--- config.mk ---
export PLATFORM = sky130hd
export DESIGN_NAME = exec_port_arbiter_flat
export DESIGN_NICKNAME = d
export VERILOG_FILES = /design/src/rtl/exec_port_arbiter_if.sv /design/src/rtl/exec_port_arbiter.sv /design/src/flat_wrapper.sv
export SDC_FILE = /design/constraint.sdc
export NUM_CORES = 1
export LEC_CHECK = 0
export CAP_MARGIN = 40
export CORE_MARGIN = 10
export CORE_UTILIZATION = 40
export CTS_BUF_LIST = sky130_fd_sc_hd__clkbuf_4 sky130_fd_sc_hd__clkbuf_8
export DETAILED_ROUTE_END_ITERATION = 7
export GPL_TIMING_DRIVEN = 0
export PLACE_DENSITY = 0.74
export SETUP_SLACK_MARGIN = 0.4
export SLEW_MARGIN = 20
export SYNTH_ARGS = -nofsm -noshare
export SYNTH_HDL_FRONTEND = slang
export SYNTH_SLANG_ARGS = --single-unit
--- constraint.sdc ---
create_clock -name clk -period 20.6 [get_ports clk]
set_input_delay 2.06 -clock clk [delete_from_list [all_inputs] [get_ports clk]]
set_output_delay 2.06 -clock clk [all_outputs]
set_load 0.01 [all_outputs]
--- src/rtl/exec_port_arbiter_if.sv ---
// Request/grant bundle between the issue buffers, the arbiter and the execution unit.
interface exec_port_arbiter_if #(
    parameter int N_REQ    = 4,
    parameter int ROB_SIZE = 32,
    parameter int LAT_W    = 3
);
    localparam int AW = $clog2(ROB_SIZE);
    localparam int IW = $clog2(N_REQ);

    logic [N_REQ-1:0]            req_valid;
    logic [N_REQ-1:0][AW-1:0]    req_rob_addr;
    logic [N_REQ-1:0][LAT_W-1:0] req_lat;
    logic [N_REQ-1:0]            req_retain;
    logic [AW-1:0]               rob_head;
    logic                        restore;
    logic [AW-1:0]               restore_tail;
    logic                        out_stall;
    logic                        grant_valid;
    logic [IW-1:0]               grant_idx;
    logic [AW-1:0]               grant_rob_addr;
    logic                        busy;

    modport slave (
        input  req_valid, req_rob_addr, req_lat, rob_head, restore, restore_tail, out_stall,
        output req_retain, grant_valid, grant_idx, grant_rob_addr, busy
    );

    modport master (
        output req_valid, req_rob_addr, req_lat, rob_head, restore, restore_tail, out_stall,
        input  req_retain, grant_valid, grant_idx, grant_rob_addr, busy
    );
endinterface

--- src/rtl/exec_port_arbiter.sv ---
// Oldest-first arbiter sharing one execution port among N_REQ issue buffers,
// with registered grant, multi-cycle occupancy tracking and mispredict kill.
module exec_port_arbiter #(
    parameter int N_REQ    = 4,
    parameter int ROB_SIZE = 32,
    parameter int LAT_W    = 3
) (
    input logic                 clk,
    input logic                 n_rst,
    exec_port_arbiter_if.slave  bus
);
    localparam int AW = $clog2(ROB_SIZE);
    localparam int IW = $clog2(N_REQ);

    typedef enum logic {IDLE, BUSY} state_t;

    state_t                   state, state_next;
    logic [LAT_W-1:0]         busy_cnt, busy_cnt_next;
    logic [AW-1:0]            busy_rob, busy_rob_next;
    logic [N_REQ-1:0][AW-1:0] age;
    logic [N_REQ-1:0]         elig;
    logic                     can_grant;
    logic                     found;
    logic [IW-1:0]            win_idx;
    logic [AW-1:0]            win_age;
    logic [AW-1:0]            win_rob;
    logic [LAT_W-1:0]         win_lat;
    logic                     grant_fire;

    // Window test: offset from head is below the surviving span [head, tail).
    function automatic logic in_win(input logic [AW-1:0] a, input logic [AW-1:0] head,
                                    input logic [AW-1:0] tail);
        logic [AW-1:0] off;
        logic [AW-1:0] span;
        off  = a - head;
        span = tail - head;
        return off < span;
    endfunction

    // Age and eligibility per buffer; flushed entries drop out during a restore.
    always_comb begin
        age  = '0;
        elig = '0;
        for (int unsigned i = 0; i < N_REQ; i++) begin
            age[i]  = bus.req_rob_addr[i] - bus.rob_head;
            elig[i] = bus.req_valid[i] &
                      (~bus.restore | in_win(bus.req_rob_addr[i], bus.rob_head, bus.restore_tail));
        end
    end

    // Oldest eligible buffer wins; strict compare keeps ties at the lowest index.
    always_comb begin
        found   = 1'b0;
        win_idx = '0;
        win_age = '0;
        for (int unsigned i = 0; i < N_REQ; i++) begin
            if (elig[i] && (!found || age[i] < win_age)) begin
                found   = 1'b1;
                win_idx = IW'(i);
                win_age = age[i];
            end
        end
        win_rob    = bus.req_rob_addr[win_idx];
        win_lat    = (bus.req_lat[win_idx] == '0) ? LAT_W'(1) : bus.req_lat[win_idx];
        can_grant  = (state == IDLE) && !bus.out_stall;
        grant_fire = can_grant && found;
    end

    // Only the winner releases its entry; everyone retains while in reset.
    always_comb begin
        bus.req_retain = '1;
        if (n_rst && grant_fire) begin
            bus.req_retain[win_idx] = 1'b0;
        end
    end

    // Grant registers: new grant, else restore kill, else clear unless stalled (hold).
    always_ff @(posedge clk) begin
        if (!n_rst) begin
            bus.grant_valid    <= 1'b0;
            bus.grant_idx      <= '0;
            bus.grant_rob_addr <= '0;
        end else if (grant_fire) begin
            bus.grant_valid    <= 1'b1;
            bus.grant_idx      <= win_idx;
            bus.grant_rob_addr <= win_rob;
        end else if (bus.restore &&
                     !in_win(bus.grant_rob_addr, bus.rob_head, bus.restore_tail)) begin
            bus.grant_valid <= 1'b0;
        end else if (!bus.out_stall) begin
            bus.grant_valid <= 1'b0;
        end
    end

    // Occupancy state register.
    always_ff @(posedge clk) begin
        if (!n_rst) begin
            state    <= IDLE;
            busy_cnt <= '0;
            busy_rob <= '0;
        end else begin
            state    <= state_next;
            busy_cnt <= busy_cnt_next;
            busy_rob <= busy_rob_next;
        end
    end

    // Occupancy next-state: count down L-1 busy cycles, or free early on a kill.
    always_comb begin
        state_next    = state;
        busy_cnt_next = busy_cnt;
        busy_rob_next = busy_rob;
        case (state)
            IDLE: begin
                if (grant_fire && win_lat > LAT_W'(1)) begin
                    state_next    = BUSY;
                    busy_cnt_next = win_lat - LAT_W'(1);
                    busy_rob_next = win_rob;
                end
            end
            BUSY: begin
                if (bus.restore && !in_win(busy_rob, bus.rob_head, bus.restore_tail)) begin
                    state_next    = IDLE;
                    busy_cnt_next = '0;
                end else if (busy_cnt == LAT_W'(1)) begin
                    state_next    = IDLE;
                    busy_cnt_next = '0;
                end else begin
                    busy_cnt_next = busy_cnt - LAT_W'(1);
                end
            end
        endcase
    end

    assign bus.busy = (state == BUSY);
endmodule

--- src/flat_wrapper.sv ---
// flat-port wrapper written by rule: the top's interface ports become plain ports
module exec_port_arbiter_flat 
#(
    parameter int N_REQ    = 4,
    parameter int ROB_SIZE = 32,
    parameter int LAT_W    = 3
)
  (clk, n_rst, bus_req_valid, bus_req_rob_addr, bus_req_lat, bus_rob_head, bus_restore, bus_restore_tail, bus_out_stall, bus_req_retain, bus_grant_valid, bus_grant_idx, bus_grant_rob_addr, bus_busy);
  exec_port_arbiter_if #(.N_REQ(N_REQ), .ROB_SIZE(ROB_SIZE), .LAT_W(LAT_W)) bus_i ();
  input logic clk;
  input logic n_rst;
  input wire logic [$bits(bus_i.req_valid)-1:0] bus_req_valid;
  input wire logic [$bits(bus_i.req_rob_addr)-1:0] bus_req_rob_addr;
  input wire logic [$bits(bus_i.req_lat)-1:0] bus_req_lat;
  input wire logic [$bits(bus_i.rob_head)-1:0] bus_rob_head;
  input wire logic [$bits(bus_i.restore)-1:0] bus_restore;
  input wire logic [$bits(bus_i.restore_tail)-1:0] bus_restore_tail;
  input wire logic [$bits(bus_i.out_stall)-1:0] bus_out_stall;
  output wire logic [$bits(bus_i.req_retain)-1:0] bus_req_retain;
  output wire logic [$bits(bus_i.grant_valid)-1:0] bus_grant_valid;
  output wire logic [$bits(bus_i.grant_idx)-1:0] bus_grant_idx;
  output wire logic [$bits(bus_i.grant_rob_addr)-1:0] bus_grant_rob_addr;
  output wire logic [$bits(bus_i.busy)-1:0] bus_busy;
  assign bus_i.req_valid = bus_req_valid;
  assign bus_i.req_rob_addr = bus_req_rob_addr;
  assign bus_i.req_lat = bus_req_lat;
  assign bus_i.rob_head = bus_rob_head;
  assign bus_i.restore = bus_restore;
  assign bus_i.restore_tail = bus_restore_tail;
  assign bus_i.out_stall = bus_out_stall;
  assign bus_req_retain = bus_i.req_retain;
  assign bus_grant_valid = bus_i.grant_valid;
  assign bus_grant_idx = bus_i.grant_idx;
  assign bus_grant_rob_addr = bus_i.grant_rob_addr;
  assign bus_busy = bus_i.busy;
  exec_port_arbiter #(.N_REQ(N_REQ), .ROB_SIZE(ROB_SIZE), .LAT_W(LAT_W)) u_core (.clk(clk), .n_rst(n_rst), .bus(bus_i));
endmodule
# --- After elaboration in Yosys (flattened, before gate mapping) ---
# Index checks and enable logic that the tools add are counted.
word_totals:
  register_bits: 17
  input_bits: 50
  output_inout_bits: 13
  wordCells: 91
op_classes:
  addsub: 9
  n_lt_le_gt_ge: 12
  n_eq_ne: 3
  muxes: 29
  bitwise_logic: 11
  n_reduce_logical: 21
op_table:
  columns: ["op", "count"]
  rows:
  - ["$lt A5 B5 Y1", 9]
  - ["$sub A5 B5 Y5", 7]
  - ["$mux W5", 4]
  - ["$mux W3", 5]
  - ["$mux W1", 12]
  - ["$bmux W5 S2", 1]
  - ["$logic_and A1 B1 Y1", 10]
  - ["$bmux W3 S2", 1]
  - ["$logic_not A1 Y1", 6]
  - ["$pmux W3 S2", 1]
  - ["$sub A3 B1 Y3 const B", 2]
  - ["$and A1 B1 Y1", 4]
  - ["$mux W2", 2]
  - ["$mux W4", 1]
  - ["$not A4 Y4", 1]
  - ["$or A1 B1 Y1", 4]
  - ["$eq A3 B1 Y1 const B", 1]
  - ["$gt A3 B1 Y1 const B", 1]
  - ["$logic_not A3 Y1", 1]
  - ["$logic_or A1 B1 Y1", 3]
  - ["$lt A2 B3 Y1 const B", 1]
  - ["$ne A3 B1 Y1 const B", 1]
  - ["$demux W1 S2", 1]
  - ["$ge A2 B1 Y1 const B", 1]
  - ["other kinds (4)", 5]

# --- Longest topological paths before layout ---
# Gate-level depths: netlist (run 1).
depth:
  ltp_word: 25
  mapped_depth: 51
  depth_no_buf: 49

# --- Worst setup path before layout (run 1) ---
# No wires, ideal clock.
synth_timing:
  path_kind: "input -> output"
  from: "in bus_rob_head[1]"
  to: "out bus_req_retain[2]"
  arrival_time_ps: 9121
  t_required_ps: 18540
  slack_ps: 9419
  stages: 39
  n_path_buf: 3
  path_cell_list: "inv_1 -> fa_1 -> a21o_1 -> a21oi_1 -> xnor2_1 -> ha_1 -> nor3b_1 -> a21oi_1 -> o21ai_4 -> and2_1 -> inv_1 -> ha_1 -> a21o_1 -> a21oi_1 -> o21ai_0 -> nand3_1 -> nand3_2 -> buf_4 -> [... 3 more ...] -> a21oi_1 -> ha_1 -> a21o_1 -> a21o_1 -> a21o_1 -> nor3b_1 -> a41oi_1 -> nand3_1 -> nand2_1 -> mux2_2 -> ha_1 -> nor2b_1 -> o21ai_0 -> nand3b_1 -> a311oi_2 -> a21oi_2 -> buf_2 -> nand4_1"
synth_between:
  elab_chain_cells: 23
  word_cells_on_any_way: 48
  cone_classes: "add/sub: 5; order compare: 9; mux: 13; bitwise: 9; reduce/logical: 12"
synth_rtl:
  columns: ["element", "line", "source"]
  rows:
  - ["from (decl)", "flat_wrapper.sv:15", "input wire logic [$bits(bus_i.rob_head)-1:0] bus_rob_head;"]
  - ["$sub A5 B5 Y5 (on tied branches)", "exec_port_arbiter.sv:35, exec_port_arbiter.sv:45, exec_port_arbiter.sv:36", null]
  - ["$lt A5 B5 Y1", "exec_port_arbiter.sv:37", "return off < span;"]
  - ["$or A1 B1 Y1", "exec_port_arbiter.sv:47", "(~bus.restore | in_win(bus.req_rob_addr[i], bus.rob_head, bus.restore_tail));"]
  - ["$and A1 B1 Y1", "exec_port_arbiter.sv:46", "elig[i] = bus.req_valid[i] &"]
  - ["$mux W5 / $mux W1 (equally long branches)", "exec_port_arbiter.sv:57", "if (elig[i] && (!found || age[i] < win_age)) begin"]
  - ["$lt A5 B5 Y1 / $logic_not A1 Y1 (equally long branches)", "exec_port_arbiter.sv:57", null]
  - ["$logic_or A1 B1 Y1", "exec_port_arbiter.sv:57", null]
  - ["$logic_and A1 B1 Y1", "exec_port_arbiter.sv:57", null]
  - ["[... 7 more ...]", null, null]
  - ["$logic_and A1 B1 Y1", "exec_port_arbiter.sv:57", null]
  - ["$mux W2", "exec_port_arbiter.sv:57", null]
  - ["$lt A2 B3 Y1 (not written as such) / $ge A2 B1 Y1 (equally long branches)", "exec_port_arbiter.sv:73", "bus.req_retain[win_idx] = 1'b0;"]
  - ["$logic_and A1 B1 Y1 (not written as such)", "exec_port_arbiter.sv:73", null]
  - ["$mux W1 (not written as such)", "exec_port_arbiter.sv:73", null]
  - ["$demux W1 S2", null, null]
  - ["$not A4 Y4 (no source line)", null, null]
  - ["$mux W4 (*)", "exec_port_arbiter.sv:72", "if (n_rst && grant_fire) begin"]
  - ["to (decl)", "flat_wrapper.sv:19", "output wire logic [$bits(bus_i.req_retain)-1:0] bus_req_retain;"]
# Every way passes the cells marked *; elsewhere a longest branch is shown, timed or not.

# --- Worst setup path after layout (run 1) ---
layout_timing:
  from: "in bus_rob_head[0]"
  to: "out bus_req_retain[2]"
# The elaborated chain is that of the path after synthesis.

==> impl_metrics.ini, run 1 <==
[grt]
grt_max_degree = 15
grt_pass1_vias = 3283
antenna_found_initial = 0
grt_use_total = 0.157
grt_first_pass_wirelength_um = 15600
grt-ovfl-total = 0

[synth]
syn_inst = 399
synthXorXnorAreaFrac = 0.0835
synth-compound-area-share = 0.270
seq_area_frac_synth = 0.104
syn_area_um2 = 3270
synth-simple-area-share = 0.154
synth_edf_count = 0
synthArstFlopShare = 0
synthFlopType = dfxtp_1
synthMuxAreaShare = 0.0379
synth_top_family_by_area = adder cells
avgSynthCellArea_um2 = 8.19
synth_cell_types = 62
syn-num-nets = 518
yosys_warnings = 0
yosys.area_share.adder = 0.294
ys_ff_latch = 17

[clock_network]
cts_root_buf = clkbuf_8
cts_setup_buffers = 0
tritoncts = built
cts_buffer_depth = 2
cts_hold_buf = 0
clock-sinks = 17
cts.htree.levels = 1
clk_pin_slew_ns = 0.06
ctsResizeCount = 0
insertion_delay_ns = 0.25
numCtsBuffers = 3

[worst_setup_path]
cp_max_fo = 10
cp-end-kind = primary output
cp_common_cell = ha_1
arrival_ns = 11.62
required_ns = 18.54
path_class = input pin to primary output
worst_path_max_delay_cell = clkdlybuf4s50_1
critical_path.max_stage_delay_ns = 0.69
worst_setup_path_start_kind = input pin

[final_layout]
drive_gt1_frac = 0.0713
syn2layout_area_growth_pct = 23.8
layout.nets = 583
diodes = 0
post-route-util = 0.515
seq_area_um2 = 340
multi_input_area_um2 = 2740
nFillCells = 785

[timing]
rsz0062_at_grt = no
relSlewSlack = 0.446
fin_skew_ns = 0.00250
finalHoldViolCount = 0
setup_viol = 0
fin_crit_ns = 13.68
clock.fmax_ghz = 0.0731
maxSlewViolCount = 0
finalCritPeriodShare = 0.664
tightest_slew_ns = 0.825
totalNegativeSetupSlack_ns = 0

[routing]
drc = 0
dr_total_vias = 3163
wl_um = 9510
drt_iter0_markers = 191
drtAntennaViolNets = 0
dr.pass1.iters = 4
routedWlPerCell_um = 16.8
viasPerCell = 5.60

[power]
p_leak_nw = 1.82
pwr_density_cell_nw_per_um2 = 96.8
vdd_drop_max_mv = 0.0424

[placed_design]
port_buffers = 60
dpl.hpwl_um = 8050
gp_congestion = 0.883

[min_path]
min_path_type = flop to flop

[floorplanning]
die_h_um = 110
fp-row-count = 32
die_w_um = 110
start_util = 0.416
dieArea_um2 = 12200
io_pins = 63
core_um2 = 7850

[run]
maxCapViolCount = 0

[status]
status = complete, no violations
## path summary, 6_finish.rpt
path / start / slack, ns / endpoint / cells past startpoint
setup reg to reg: u_core.busy_rob[0] / 17.58 / u_core.busy_cnt[2] / 14
setup / recovery: bus_rob_head[0] / 6.92 / bus_req_retain[2] / 40
hold reg to reg: u_core.bus.grant_idx[1] / 0.50 / u_core.bus.grant_idx[1] / 2
hold / removal: u_core.bus.grant_idx[1] / 0.50 / u_core.bus.grant_idx[1] / 2
## final cells by class
| class | count | share of cell area |
|---|---|---|
| sequential | 17 | 0.0841 |
| multi-input combinational | 338 | 0.677 |
| inverter | 33 | 0.0306 |
| buffer | 11 | 0.0158 |
| clock buffer | 4 | 0.0121 |
| tap | 102 | 0.0315 |
| timing repair buffer | 60 | 0.148 |
## metrics by stage
stage          setup slack (ns)  total power, mW  instance area (um2)  std cells  hold WS (ns)
4_1_cts                    6.98            0.390                 4050        565         0.504
3_5_place_dp               7.00            0.362                 4000        561         0.494
6_report                   6.92            0.392                 4050        565         0.502
5_1_grt                    6.10            0.435                 4050        565         0.539
3_3_place_gp               7.04            0.353                 4000        561         0.490
2_1_floorplan              9.42            0.280                 3270        399         0.500
## cells by family after synthesis
logic type                 Yosys count
AOI/OAI and AO/OA                  128
and+or+nand+nor                     96
adders and majority gates           73
buffers and inverters               44
xor gates and xnor gates            29
DFF                                 17
muxes                               12
## where the power goes
group | internal [mW] | switching (mW) | total (mW) | leakage, nW
clock network | 0.0150 | 0.0110 | 0.0261 | 0.0262
registers | 0.0440 | 0.00902 | 0.0530 | 0.141
logic | 0.139 | 0.173 | 0.313 | 1.65
## cell usage in the layout, fill, tap and decap left out, types with 5 or more instances in the layout
master	instances
dfxtp_1	17
nand2b_1	10
clkbuf_1	5
a211oi_1	12
ha_1	62
xor2_1	9
nor2_1	24
clkdlybuf4s50_1	60
o21ai_1	8
nand2_1	24
xnor2_1	19
a21o_1	25
nand3_1	11
o21ai_0	11
fa_1	7
inv_1	33
mux2i_1	9
a21oi_1	38
## routing by layer
layer	part of all wire	routed length (um)	track usage	up-vias
met3	0.056	532	0.0238	15
met4	0.013	126	0.0294	0
met5	0	0	0	-
met1	0.44	4200	0.196	1474
li1	-	-	-	1578
met2	0.49	4650	0.278	96
## cell usage after synthesis, types with 2 or more instances
| library cell | number | area share |
|---|---|---|
| maj3_2 | 3 | 0.010 |
| o21ai_0 | 11 | 0.017 |
| a211oi_2 | 3 | 0.011 |
| buf_2 | 3 | 0.0046 |
| nor2b_1 | 3 | 0.0057 |
| o211ai_1 | 2 | 0.0046 |
| a21oi_1 | 38 | 0.058 |
| o21a_1 | 4 | 0.0092 |
| a41oi_1 | 3 | 0.0080 |
| o221ai_1 | 2 | 0.0054 |
| dfxtp_1 | 17 | 0.10 |
| nor3_1 | 3 | 0.0046 |
| a211oi_1 | 12 | 0.028 |
| a21boi_0 | 3 | 0.0069 |
| xnor2_1 | 19 | 0.051 |
| nor3b_1 | 3 | 0.0069 |
| mux2i_1 | 9 | 0.028 |
| nand2_1 | 24 | 0.028 |
| o21ai_1 | 8 | 0.012 |
| a21o_1 | 25 | 0.057 |
| buf_6 | 2 | 0.0069 |
| mux2_2 | 3 | 0.010 |
| nor2_1 | 24 | 0.028 |
| ha_1 | 62 | 0.24 |
| fa_1 | 7 | 0.043 |
| inv_1 | 33 | 0.038 |
| a31oi_1 | 4 | 0.0077 |
| nand4_1 | 4 | 0.0077 |
| xor2_1 | 9 | 0.024 |
| clkbuf_1 | 5 | 0.0057 |
| nand3_1 | 11 | 0.017 |
| nand2b_1 | 10 | 0.019 |
## state kept, by name, summed over array words and instances (netlist names)
| name | count |
|---|---|
| u_core.busy_rob | 5 |
| u_core.bus.grant_valid | 1 |
| u_core.bus.busy | 1 |
| u_core.bus.grant_rob_addr | 5 |
| u_core.bus.grant_idx | 2 |
| u_core.busy_cnt | 3 |
## critical path, delay by kind of cell
family / cells / cell delay (ns)
adders and majority gates: 6 / 1.84
buffers and inverters: 8 / 2.28
AOI/OAI and AO/OA: 14 / 2.66
and+or+nand+nor: 10 / 1.72
muxes: 1 / 0.37
xor gates and xnor gates: 1 / 0.68
No activity file was read; power rests on OpenSTA's default activity.
==> run 2: changes to the inputs <==
PLACE_DENSITY = 0.77   (was 0.74)
clock period = 12.4 ns   (was 20.6 ns; I/O delays follow)
==> run 2 against run 1 <==
  * First-iteration DRC count up 4.7%
  * Sequential cell count unchanged
  * Combinational power up 70%
  * Final cell count up 0.53%
  * Critical path depth up 3
  * Global-route usage up 1.0 points
  * Register-to-register slack worse by 8.2 ns
  * Clock-buffer cell count down 1
  * Largest cell class unchanged
==> impl_metrics.ini, run 2 (synthesis gave the netlist of run 1 again) <==
[power]
vdd_drop_max_mv = 0.0806
switching_share = 0.502
cellInternalPower_uw = 331
power_frac_comb = 0.799
seqPwrFrac = 0.134
p_leak_nw = 1.85
netSwitchingPower_uw = 333
clock_power_share = 0.068
power_uw = 665
pwr_density_cell_nw_per_um2 = 162

[timing]
clock.fmax_ghz = 0.0894
relSlewSlack = 0.546
fin_crit_ns = 11.19
tightest_slew_ns = 0.676
fin_skew_ns = 0.00328
totalNegativeSetupSlack_ns = 0
maxSlewViolCount = 0
rsz0062_at_grt = no
finalCritPeriodShare = 0.903
fin_ws_ns = 1.21
finalHoldViolCount = 0
setup_viol = 0

[clock_network]
cts.htree.levels = 1
insertion_delay_ns = 0.27
cts_hold_buf = 0
clock-sinks = 17
cts_root_buf = clkbuf_8
numCtsBuffers = 3
clk_pin_slew_ns = 0.07
cts_buffer_depth = 2
tritoncts = built

[final_layout]
post-route-util = 0.522
reg_top3 = u_core.bus.grant_rob_addr: 5 flops, u_core.busy_rob: 5 flops, u_core.busy_cnt: 3 flops
layout_common_cells = ha_1, clkdlybuf4s50_1, a21oi_1
drive_gt1_frac = 0.0901
layout.nets = 586
stdcell_area_um2 = 4100
syn2layout_area_growth_pct = 25.3
diodes = 0
nFillCells = 771
layout_commonest_cell = ha_1

[routing]
drc = 0
dr_total_vias = 3197
viasPerCell = 5.63
drt_iter0_markers = 200
drtAntennaViolNets = 0
dr.pass1.iters = 4
routedWlPerCell_um = 17.7
wl_um = 10000

[floorplanning]
dieArea_um2 = 12200
die_w_um = 110
die_h_um = 110
core_um2 = 7850
fp-row-count = 32
start_util = 0.416
io_pins = 63

[min_path]
min_path_type = flop to flop
hold_depth = 2

[grt]
grt_pass1_vias = 3385
grt_use_total = 0.167
grt_first_pass_wirelength_um = 16400
grt-ovfl-total = 0
antenna_found_initial = 0
grt_max_degree = 15

[worst_setup_path]
worst_setup_path_start_kind = input pin
required_ns = 11.16
reg2reg_slack_ns = 9.37
critPathLaunch = bus_restore_tail[0]
critical_path.max_stage_delay_ns = 0.55
cp-end-kind = primary output
endpoint = bus_req_retain[2]
reg2reg_depth = 14
r2r-start = u_core.busy_rob[0]
cp_max_fo = 10
worst_path_max_delay_cell = clkdlybuf4s50_1
rr_endpoint = u_core.busy_cnt[2]
arrival_ns = 9.95
path_class = input pin to primary output

[run]
maxCapViolCount = 0

[placed_design]
dpl.hpwl_um = 8280
place_ws_ns = 0.409
gp_congestion = 0.895
placed_area_um2 = 4000
port_buffers = 60

[status]
status = complete, no violations
==> run 2: area by class of cell <==
cell class / instances / area [um2] / area share
clock inverters: 1 / 5.00 / 0.00122
multi-input cells: 338 / 2760 / 0.675
flip-flops and latches: 17 / 340 / 0.0831
clock buffers: 3 / 41.3 / 0.0101
inverters: 33 / 128 / 0.0312
repair buffers: 63 / 626 / 0.153
well taps: 102 / 128 / 0.0312
plain buffers: 11 / 65.1 / 0.0159
==> run 2: critical path: cells and delay by family <==
kind                       cells  cell delay (ns)
AOI/OAI and AO/OA             15             2.89
xor gates and xnor gates       1             0.22
and+or+nand+nor               11             1.64
muxes                          1             0.32
buffers and inverters          9             1.90
adders and majority gates      6             1.73
==> run 2: timing repair <==
item                                   CTS  global route
setup endpoints to repair                1            13
pin swaps                                0             2
setup buffers                            0             3
resized for setup                        2             6
endpoints found under the hold margin    0             0
==> run 2: through the flow <==
step           hold slack [ns]  std cells
3_3_place_gp             0.490        561
6_report                 0.503        568
4_1_cts                  0.504        565
3_5_place_dp             0.495        561
5_1_grt                  0.541        568
2_1_floorplan            0.500        399
==> run 2: worst min path at each step <==
| stage | start | end | slack (ns) |
|---|---|---|---|
| 5_1_grt | u_core.bus.grant_idx[1] | u_core.bus.grant_idx[1] | 0.54 |
| 3_5_place_dp | u_core.bus.grant_idx[1] | u_core.bus.grant_idx[1] | 0.49 |
| 6_report | u_core.bus.grant_idx[1] | u_core.bus.grant_idx[1] | 0.50 |
| 3_3_place_gp | u_core.bus.grant_valid | u_core.bus.grant_valid | 0.49 |
| 4_1_cts | u_core.bus.grant_idx[1] | u_core.bus.grant_idx[1] | 0.50 |
| 2_1_floorplan | u_core.busy_rob[2] | u_core.busy_rob[2] | 0.50 |
==> run 2: routing by layer <==
| metal | wire length (um) | track usage | vias up |
|---|---|---|---|
| li1 | - | - | 1588 |
| met5 | 0 | 0 | - |
| met1 | 4360 | 0.203 | 1489 |
| met3 | 495 | 0.0238 | 21 |
| met2 | 4910 | 0.291 | 99 |
| met4 | 261 | 0.0606 | 0 |
==> run 2: power groups by stage <==
stage / Sequential (mW) / Combinational, mW / Clock (mW)
finish: 0.0889 / 0.531 / 0.0449
global route: 0.0911 / 0.594 / 0.0470
CTS: 0.0886 / 0.521 / 0.0450
detailed placement: 0.0898 / 0.518 / 0
global placement: 0.0889 / 0.497 / 0
floorplan: 0.0900 / 0.375 / 0
==> run 3: changes to the inputs <==
TNS_END_PERCENT = 100   (was unset)
==> results of run 3 <==
Final layout, timing and power as in run 2 (identical DEF).
